File: config.mk
export PLATFORM = sky130hd
export DESIGN_NAME = ram32k_arbiter
export DESIGN_NICKNAME = d
export VERILOG_FILES = /design/src/rtl/ram32k_pkg.sv /design/src/rtl/rr_arb2.sv /design/src/rtl/ram32k_arbiter.sv
export SDC_FILE = /design/constraint.sdc
export NUM_CORES = 1
export LEC_CHECK = 0
export CORE_MARGIN = 10
export CORE_UTILIZATION = 40
export DETAILED_ROUTE_END_ITERATION = 6
export MAX_ROUTING_LAYER = met4
export PLACE_DENSITY = 0.86
export SYNTH_ARGS = -nofsm -noshare
export SYNTH_HDL_FRONTEND = slang
export SYNTH_SLANG_ARGS = --single-unit
File: constraint.sdc
create_clock -name clk -period 5.3 [get_ports clk]
set_input_delay 1.06 -clock clk [delete_from_list [all_inputs] [get_ports clk]]
set_output_delay 1.06 -clock clk [all_outputs]
set_load 0.02 [all_outputs]
File: src/rtl/ram32k_pkg.sv
// rtl/ram32k_pkg.sv - shared defaults and FSM state type for the 32K-word memory arbiter
package ram32k_pkg;

    localparam int ADDR_W_DEF = 15;
    localparam int DATA_W_DEF = 32;
    localparam int DEPTH      = 2 ** ADDR_W_DEF;

    typedef enum logic {
        INIT = 1'b0,
        RUN  = 1'b1
    } state_t;

endpackage

File: src/rtl/rr_arb2.sv
// rtl/rr_arb2.sv - two-requester round-robin arbiter with one-hot grant (bit 0 = A, bit 1 = B)
module rr_arb2 (
    input  logic       clk,
    input  logic       rst_n,
    input  logic       i_en,
    input  logic [1:0] i_req,
    output logic [1:0] o_gnt
);

    // Set when B is owed the next contested grant; clear after reset so A wins first.
    logic       r_prio_b;
    logic [1:0] w_gnt;

    always_comb begin
        w_gnt = 2'b00;
        if (i_en) begin
            case (i_req)
                2'b01:   w_gnt = 2'b01;
                2'b10:   w_gnt = 2'b10;
                2'b11:   w_gnt = r_prio_b ? 2'b10 : 2'b01;
                default: w_gnt = 2'b00;
            endcase
        end
    end

    always_ff @(posedge clk or negedge rst_n) begin
        if (!rst_n) begin
            r_prio_b <= 1'b0;
        end else if (w_gnt[0]) begin
            r_prio_b <= 1'b1;
        end else if (w_gnt[1]) begin
            r_prio_b <= 1'b0;
        end
    end

    assign o_gnt = w_gnt;

endmodule

File: src/rtl/ram32k_arbiter.sv
// rtl/ram32k_arbiter.sv - zero-fill then round-robin share of one external single-port memory
module ram32k_arbiter
    import ram32k_pkg::*;
#(
    parameter int ADDR_W        = ADDR_W_DEF,
    parameter int DATA_W        = DATA_W_DEF,
    parameter bit INIT_ON_RESET = 1'b1
) (
    input  logic              clk,
    input  logic              rst_n,
    input  logic              a_req,
    input  logic              a_we,
    input  logic [ADDR_W-1:0] a_addr,
    input  logic [DATA_W-1:0] a_wdata,
    input  logic              b_req,
    input  logic              b_we,
    input  logic [ADDR_W-1:0] b_addr,
    input  logic [DATA_W-1:0] b_wdata,
    output logic              a_gnt,
    output logic              b_gnt,
    output logic              a_rvalid,
    output logic [DATA_W-1:0] a_rdata,
    output logic              b_rvalid,
    output logic [DATA_W-1:0] b_rdata,
    output logic              mem_en,
    output logic              mem_we,
    output logic [ADDR_W-1:0] mem_addr,
    output logic [DATA_W-1:0] mem_wdata,
    input  logic [DATA_W-1:0] mem_rdata,
    output logic              init_busy
);

    state_t            r_state;
    state_t            w_state_nxt;
    logic [ADDR_W-1:0] r_init_cnt;
    logic [ADDR_W-1:0] w_init_cnt_nxt;
    logic              w_run;
    logic [1:0]        w_gnt;
    logic              r_a_pend;
    logic              r_b_pend;
    logic [DATA_W-1:0] r_a_rdata;
    logic [DATA_W-1:0] r_b_rdata;

    always_ff @(posedge clk or negedge rst_n) begin
        if (!rst_n) begin
            r_state    <= INIT_ON_RESET ? INIT : RUN;
            r_init_cnt <= '0;
        end else begin
            r_state    <= w_state_nxt;
            r_init_cnt <= w_init_cnt_nxt;
        end
    end

    // The counter parks on the last address rather than wrapping as INIT ends.
    always_comb begin
        w_state_nxt    = r_state;
        w_init_cnt_nxt = r_init_cnt;
        case (r_state)
            INIT: begin
                if (&r_init_cnt) begin
                    w_state_nxt = RUN;
                end else begin
                    w_init_cnt_nxt = r_init_cnt + 1'b1;
                end
            end
            RUN:     w_state_nxt = RUN;
            default: w_state_nxt = RUN;
        endcase
    end

    assign w_run = rst_n && (r_state == RUN);

    rr_arb2 u_rr_arb2 (
        .clk   (clk),
        .rst_n (rst_n),
        .i_en  (w_run),
        .i_req ({b_req, a_req}),
        .o_gnt (w_gnt)
    );

    assign a_gnt     = w_gnt[0];
    assign b_gnt     = w_gnt[1];
    assign init_busy = (r_state == INIT);

    // Memory strobes are gated by rst_n so they drop the instant reset asserts.
    always_comb begin
        mem_en    = 1'b0;
        mem_we    = 1'b0;
        mem_addr  = '0;
        mem_wdata = '0;
        if (rst_n) begin
            if (r_state == INIT) begin
                mem_en   = 1'b1;
                mem_we   = 1'b1;
                mem_addr = r_init_cnt;
            end else if (w_gnt[0]) begin
                mem_en    = 1'b1;
                mem_we    = a_we;
                mem_addr  = a_addr;
                mem_wdata = a_wdata;
            end else if (w_gnt[1]) begin
                mem_en    = 1'b1;
                mem_we    = b_we;
                mem_addr  = b_addr;
                mem_wdata = b_wdata;
            end
        end
    end

    always_ff @(posedge clk or negedge rst_n) begin
        if (!rst_n) begin
            r_a_pend  <= 1'b0;
            r_b_pend  <= 1'b0;
            r_a_rdata <= '0;
            r_b_rdata <= '0;
        end else begin
            r_a_pend <= w_gnt[0] && !a_we;
            r_b_pend <= w_gnt[1] && !b_we;
            if (r_a_pend) begin
                r_a_rdata <= mem_rdata;
            end
            if (r_b_pend) begin
                r_b_rdata <= mem_rdata;
            end
        end
    end

    // Read data flows straight from memory in the valid cycle, then is held.
    assign a_rvalid = r_a_pend;
    assign b_rvalid = r_b_pend;
    assign a_rdata  = r_a_pend ? mem_rdata : r_a_rdata;
    assign b_rdata  = r_b_pend ? mem_rdata : r_b_rdata;

endmodule

; ---- Yosys cells after proc, flatten, opt, wreduce, memory -nomap -nowiden
; Index checks and enable logic that the tools add are counted.
[totals]
reg_bits = 83
inputBits = 132
output_inout_bits = 118
word_cells = 46
[op_classes]
addsub = 1
n_eq_ne = 3
mux = 25
bitwise_logic = 2
reduce_logical = 8
[ops]
columns = op, count
row1 = $mux 32, 6
row2 = $mux 15, 4
row3 = $add 15x1->15 const B, 1
row4 = $reduce_and 15->1, 1
row5 = $mux 1, 11
row6 = $pmux 2 s3, 1
row7 = $eq 2x2->1 const B, 2
row8 = $mux 2, 2
row9 = $logic_and 1x1->1, 3
row10 = $eq 2x1->1 const B, 1
row11 = $logic_not 1->1, 2
row12 = $not 1->1, 2
row13 = $pmux 1 s2, 1
row14 = $reduce_and 2->1, 1
row15 = $reduce_bool 2->1, 1

; ---- Longest topological paths before layout
; Gate-level depths: netlist of the first run.
[depth]
word_depth = 7
depth_mapped = 6
ltp_nobuf = 5

; ---- Hierarchy
; Synthesis of the first run repeated with hierarchy kept, for this count alone.
[unflattened]
hier_cells = 345
area_unflattened_um2 = 3977.6
[by_module_without_submodules]
columns = mod, instances, cells_each, area_each_um2, seq_area_each_um2
row1 = ram32k_arbiter, 1, 337, 3916.3, 2052.0
row2 = rr_arb2, 1, 8, 61.3, 25.0

; ---- Least setup slack after synthesis of the first run
; No wires, ideal clock.
[synth_timing]
path_type = input -> output
from = input rst_n
to = output mem_wdata[23]
arrival_time_ps = 2181
required_time_ps = 4240
path_slack_ps = 2059
path_stages = 5
n_path_buf = 1
cell_sequence = nand3_1 a21oi_2 clkbuf_1 nand2_1 a21oi_1
[synth_via]
elab_chain_len = 6
[synth_lines]
columns = item, line
row1 = from (decl), ram32k_arbiter.sv:10  ; input logic rst_n,
row2 = $logic_and 1x1->1, ram32k_arbiter.sv:71  ; assign w_run = rst_n && (r_state == RUN);
row3 = $mux 2, rr_arb2.sv:16  ; if (i_en) begin
row4 = named net b_gnt, ram32k_arbiter.sv:20  ; output logic b_gnt,
row5 = $mux 32, ram32k_arbiter.sv:101  ; end else if (w_gnt[1]) begin
row6 = $mux 32, ram32k_arbiter.sv:96  ; end else if (w_gnt[0]) begin
row7 = $mux 32, ram32k_arbiter.sv:92  ; if (r_state == INIT) begin
row8 = $mux 32, ram32k_arbiter.sv:91  ; if (rst_n) begin
row9 = to (decl), ram32k_arbiter.sv:28  ; output logic [DATA_W-1:0] mem_wdata,
; The timed path passes the listed nets, and every way through them passes these cells.

; ---- Worst setup path after layout of the first run
[layout_timing]
from = input a_req
to = output mem_wdata[24]
[layout_via]
elab_chain_len = 7
[layout_lines]
columns = item, line
row1 = from (decl), ram32k_arbiter.sv:11  ; input logic a_req,
row2 = $eq 2x2->1 / $eq 2x1->1 (equally long branches), rr_arb2.sv:17  ; case (i_req)
row3 = $pmux 2 s3 (*), rr_arb2.sv:17
row4 = $mux 2 (*), rr_arb2.sv:16
row5 = $mux 32, ram32k_arbiter.sv:101
row6 = $mux 32 (*), ram32k_arbiter.sv:96
row7 = $mux 32 (*), ram32k_arbiter.sv:92
row8 = $mux 32 (*), ram32k_arbiter.sv:91
; Mark *: on every way between the ends. The rest lies on a longest branch, timed or not.

==> impl_metrics.toml, run 1 <==
[drt]
drt_wl_total_mm = 16.0
vias = 3917
ant_nets = 0
firstDrtPassIters = 6
viasPerCell = 5.15
wl_per_cell_microns = 21.1
drc = 0
drt_iter0_markers = 235

[min_path]
hp-start = "r_a_rdata[10]"
worstHoldEndpoint = "r_a_rdata[10]"
hold_depth = 1
hold_class = "flip-flop to flip-flop"

[global_route]
grt-ovfl-total = 0
grt_util_all_layers_pct = 21.1
first_global_vias = 4130
antenna_found_initial = 0
grt_max_degree = 55
grt_pass1_wl_mm = 23.6

[cells_and_area]
drive_gt1_share_pct = 15.3
fillers = 719
antenna_cells = 0
finalNetCount = 755
layout.area.seq_sq_mm = 0.00208
final_util_pct = 70.0
design_area_sq_mm = 0.00691
area_delta_synth_final_pct = 69.4
multi_input_area_sq_mm = 0.00186

[clocking]
ctsLongestPathBuffers = 2
cts_tree = "yes"
clock_sinks = 83
post-cts-setup-buffers = 0
clkTransAtPathRegs_ns = 0.09
ctsRootBufferMaster = "clkbuf_8"
numCtsBuffers = 9
ctsResizeCount = 0
cts_hold_buf = 0
cts.htree.levels = 3
clk-insertion-delay-late_ns = 0.34

[synth]
synth_warnings = 0
syn_inst = 382
seq_area_frac_synth_pct = 50.9
synth_edf_count = 0
synth-main-ff-cell = "dfrtp_1"
synth_fp_nets = 515
yosys_register_bits = 83
synth_area_per_cell_sq_um = 10.7
synth_cell_types = 36
synth_area_sq_mm = 0.00408
async_reset_ff_share_pct = 100

[floorplan]
die_x_microns = 121
ios = 250
initial_core_util_pct = 41.3
die_h_microns = 121
design.core.area_sq_mm = 0.00986
rows = 36
die-area_sq_mm = 0.0146

[sta]
max_freq_mhz = 212
finalSetupViolCount = 0
period_minus_slack_ns = 4.71
period_share_pct = 88.9
rsz0062_at_grt = "no"
timing.hold.ws_ns = 0.498
worstMarginPinSlew_ns = 0.672
hold_viol = 0
drv_slew = 0
setup_tns_ns = 0
skew_ns = 0.00997
relSlewSlack_pct = 55.1

[worst_setup_path]
required_ns = 4.24
critical_path.max_stage_delay_ns = 0.65
cp_cell_sequence = "clkdlybuf4s50_1, and2_1, buf_4, nand3_2, a21oi_1, clkdlybuf4s50_1"
critPathKind = "input pin to primary output"
end_kind = "primary output"
reg2regPathDepth = 4
reg2reg_slack_ns = 3.51
path_common_cell = "clkdlybuf4s50_1"
critPathSlowestCell = "clkdlybuf4s50_1"
crit_buf_inv = 3
r2r-end = "r_init_cnt[1]"
startpoint_type = "input pin"
cpLargestDelayFamily = "buffers and inverters"
critPathMaxFanout = 34
rr_startpoint = "r_init_cnt[0]"
critPathArrivalTime_ns = 3.65

[run_status]
status = "finished, final reports clean"

[placed_design]
io_buffers = 249
gp_congestion = 1.01
place_area_sq_mm = 0.00668
hpwl_mm = 12.5

[power]
power_density_mw_per_mm2 = 188
leakage_nw = 2.96
ir_drop_v = 0.000203

[flow_run]
cap_viol_max_count = 0
==> worst max path at each step <==
stage / startpoint / endpoint / slack [ns] / cells past startpoint
2_1_floorplan: rst_n / mem_wdata[23] / 2.06 / 5
3_3_place_gp: a_req / mem_wdata[23] / 0.82 / 6
3_5_place_dp: a_req / mem_wdata[10] / 0.63 / 6
4_1_cts: a_req / mem_wdata[10] / 0.63 / 6
5_1_grt: a_req / mem_wdata[26] / 0.45 / 6
6_report: a_req / mem_wdata[24] / 0.59 / 6
==> cell families after synthesis <==
kind of cell,Yosys count,share of synthesized area (%)
compound gates,90,13.2
xor+xnor,11,2.36
fa+ha+maj,1,0.307
buf+inv,32,3.71
flops,83,50.9
mux,65,18.0
simple gates,100,11.5
==> flip-flops by register name, summed over array words and instances, names as in the netlist <==
register	count
u_rr_arb2.r_prio_b	1
r_state	1
r_init_cnt	15
a_rvalid	1
r_a_rdata	32
b_rvalid	1
r_b_rdata	32
==> synth_stat cells, types with 2 or more instances <==
cell type | instances | area share, %
a41oi_1 | 2 | 0.43
mux2_1 | 3 | 0.83
xnor2_1 | 9 | 1.9
buf_6 | 2 | 0.55
o21ai_0 | 15 | 1.8
nand2_1 | 41 | 3.8
mux2_2 | 61 | 17
nand3_1 | 4 | 0.49
dfrtp_1 | 83 | 51
nor2_1 | 38 | 3.5
xor2_1 | 2 | 0.43
a22oi_1 | 16 | 2.9
and4_4 | 2 | 0.55
clkbuf_1 | 13 | 1.2
nand4_1 | 6 | 0.92
a21oi_1 | 50 | 6.1
buf_2 | 13 | 1.6
inv_1 | 4 | 0.37
==> cells in the final DEF, fill, tap and decap left out, drive strengths merged <==
master	count
a21boi	1
a21oi	51
a22oi	16
a31oi	1
a41oi	3
and2	2
and3	1
and4	4
buf	9
bufinv	2
clkbuf	9
clkdlybuf4s50	248
clkinvlp	1
dfrtp	83
ha	1
inv	8
mux2	65
nand2	41
nand3	5
nand4	6
nand4b	1
nor2	38
nor2b	1
nor4	1
o211ai	1
o21ai	15
o21bai	1
o31a	1
xnor2	9
xor2	2
==> final cells by class <==
cell class | count | share of cell area, %
timing repair buffer | 257 | 37.1
sequential | 83 | 30.1
multi-input combinational | 267 | 26.9
tap | 133 | 2.41
clock buffer | 9 | 1.79
clock inverter | 7 | 1.52
inverter | 4 | 0.217
==> metrics by stage <==
stage / total power, mW / setup WS (ns) / std cells
after global placement: 0.788 / 0.820 / 744
after global routing: 1.35 / 0.452 / 760
after CTS: 1.31 / 0.625 / 760
final: 1.30 / 0.590 / 760
after floorplan: 0.667 / 2.06 / 382
after detailed placement: 0.791 / 0.627 / 744
==> power by group <==
| part | switching (mW) | total [mW] | leakage (nW) | internal, mW |
|---|---|---|---|---|
| sequential | 0 | 0.633 | 1.15 | 0.633 |
| combinational | 0.0493 | 0.146 | 1.70 | 0.0970 |
| clock | 0.246 | 0.520 | 0.113 | 0.274 |
==> routing by layer <==
metal	vias to the layer above	track usage [%]	wire length, microns
met4	0	4.07	210
met3	18	6.75	1480
met2	194	36.4	8350
met1	1880	23.4	5970
met5	-	-	0
li1	1825	-	-
No activity file was read; power rests on OpenSTA's default activity.
==> inputs of run 2 (changes only) <==
--- a/config.mk
+++ b/config.mk
@@ -10,6 +10,7 @@
 export DETAILED_ROUTE_END_ITERATION = 6
 export MAX_ROUTING_LAYER = met4
 export PLACE_DENSITY = 0.86
+export SETUP_SLACK_MARGIN = 0.2
 export SYNTH_ARGS = -nofsm -noshare
 export SYNTH_HDL_FRONTEND = slang
 export SYNTH_SLANG_ARGS = --single-unit
==> results of run 2 <==
Final layout, timing and power as in run 1 (identical DEF).
==> inputs of run 3 (changes only) <==
--- a/config.mk
+++ b/config.mk
@@ -7,9 +7,11 @@
 export LEC_CHECK = 0
 export CORE_MARGIN = 10
 export CORE_UTILIZATION = 40
+export CTS_CLUSTER_SIZE = 20
 export DETAILED_ROUTE_END_ITERATION = 6
 export MAX_ROUTING_LAYER = met4
 export PLACE_DENSITY = 0.86
+export REMOVE_ABC_BUFFERS = 1
 export SETUP_SLACK_MARGIN = 0.2
 export SYNTH_ARGS = -nofsm -noshare
 export SYNTH_HDL_FRONTEND = slang
==> run 3 against run 2 <==
Against the previous run:
- wire length decreased by 6.7%
- via count decreased by 0.23%
- total power fell by 1.5%
- critical endpoint is now mem_wdata[13]
- first-iteration DRC count fell by 24%
- global-route usage shrank 1.0 points
- sequential power is essentially flat
- critical path depth stayed put
- hold slack worse by 0.00058 ns
- cell area fell by 0.24%
==> impl_metrics.toml, run 3 (synthesized netlist as in run 1, its figures left out) <==
[floorplan]
ios = 250
die-area_sq_mm = 0.0146
initial_core_util_pct = 41.3
design.core.area_sq_mm = 0.00986
die_h_microns = 121
rows = 36
die_x_microns = 121

[placed_design]
dp_slack_ns = 0.627
io_buffers = 249
gp_congestion = 0.931
hpwl_mm = 12.0

[sta]
setup_tns_ns = 0
finalSetupViolCount = 0
period_share_pct = 89.2
period_minus_slack_ns = 4.73
final.setup.worst_slack_ns = 0.574
hold_viol = 0
max_freq_mhz = 212
relSlewSlack_pct = 54.5
timing.hold.ws_ns = 0.497
rsz0062_at_grt = "no"
skew_ns = 0.0153
worstMarginPinSlew_ns = 0.682
drv_slew = 0

[cells_and_area]
largest_registers = "r_a_rdata x32, r_b_rdata x32, r_init_cnt x15"
drive_gt1_share_pct = 15.3
antenna_cells = 0
finalNetCount = 755
layout.area.seq_sq_mm = 0.00208
mostFrequentLayoutCell = "clkdlybuf4s50_1"
multi_input_area_sq_mm = 0.00186
final_util_pct = 69.9
fillers = 711
layout_common_cells = "clkdlybuf4s50_1 (248), dfrtp_1 (83), mux2_2 (61), a21oi_1 (50), nand2_1 (41)"
area_delta_synth_final_pct = 69.0

[worst_setup_path]
cp_cell_sequence = "clkdlybuf4s50_1, and2_1, buf_4, nand3_2, a21oi_1, clkdlybuf4s50_1"
critPathKind = "input pin to primary output"
critPathArrivalTime_ns = 3.67
critical_path.max_stage_delay_ns = 0.65
required_ns = 4.24
path_common_cell = "clkdlybuf4s50_1"
critPathSlowestCell = "clkdlybuf4s50_1"
reg2regPathDepth = 4
startpoint_type = "input pin"
end_kind = "primary output"
critPathMaxFanout = 34

[global_route]
grt_util_all_layers_pct = 20.1
antenna_found_initial = 0
grt_max_degree = 49
grt-ovfl-total = 0
first_global_vias = 4176
grt_pass1_wl_mm = 22.6

[clocking]
cts_hold_buf = 0
cts.htree.levels = 3
ctsLongestPathBuffers = 2
ctsResizeCount = 0
post-cts-setup-buffers = 0
clkTransAtPathRegs_ns = 0.07
cts_tree = "yes"
numCtsBuffers = 9
ctsRootBufferMaster = "clkbuf_8"
clock_sinks = 83
clk-insertion-delay-late_ns = 0.35

[drt]
drc = 0
drt_iter0_markers = 179
viasPerCell = 5.14
ant_nets = 0
drt_wl_total_mm = 14.9
vias = 3908
firstDrtPassIters = 5
wl_per_cell_microns = 19.7

[power]
ir_drop_v = 0.000128
leakage_nw = 2.96
power_density_mw_per_mm2 = 186
finalPower_mw = 1.28

[run_status]
status = "finished, final reports clean"

[min_path]
hold_class = "flip-flop to flip-flop"
hold_depth = 1

[flow_run]
cap_viol_max_count = 0
-- run 3: report_power, final --
part,switching [mW],total [mW],internal [mW]
sequential,0,0.633,0.633
combinational,0.0481,0.145,0.0969
clock,0.222,0.501,0.279
total,0.270,1.28,1.01
-- run 3: final timing paths --
path / startpoint / endpoint / slack, ns
max reg2reg: r_init_cnt[0] / r_init_cnt[1] / 3.49
max: a_req / mem_wdata[13] / 0.57
min: r_a_rdata[25] / r_a_rdata[25] / 0.50
min in group asynchronous: rst_n / r_init_cnt[9] / 0.57
max in group asynchronous: rst_n / r_b_rdata[25] / 3.41
min reg2reg: r_a_rdata[25] / r_a_rdata[25] / 0.50
-- run 3: cell type report --
class | instances | share of cell area (%)
Multi-Input combinational cell | 267 | 26.9
Clock buffer | 10 | 2.00
Inverter | 4 | 0.218
Sequential cell | 83 | 30.1
Clock inverter | 6 | 1.27
Tap cell | 133 | 2.42
Timing Repair Buffer | 257 | 37.0
-- run 3: metal layers --
| layer | share of wire, % | wire, microns | GRT usage (%) | up-vias |
|---|---|---|---|---|
| li1 | - | - | - | 1821 |
| met1 | 38 | 5620 | 21.2 | 1902 |
| met2 | 53 | 7960 | 35.5 | 154 |
| met3 | 6.5 | 979 | 4.70 | 31 |
| met4 | 2.6 | 386 | 7.54 | 0 |
| met5 | 0 | 0 | - | - |
-- run 3: stage by stage --
stage / cells / cell area, sq um
floorplan: 354 / 3940
global placement: 744 / 6670
detailed placement: 744 / 6670
CTS: 760 / 6890
global route: 760 / 6890
finish: 760 / 6890
-- run 3: critical path: cells and delay by family --
kind	cells	cell delay [ns]
AOI/OAI and AO/OA	1	0.39
buffers and inverters	3	1.48
and+or+nand+nor	2	0.72
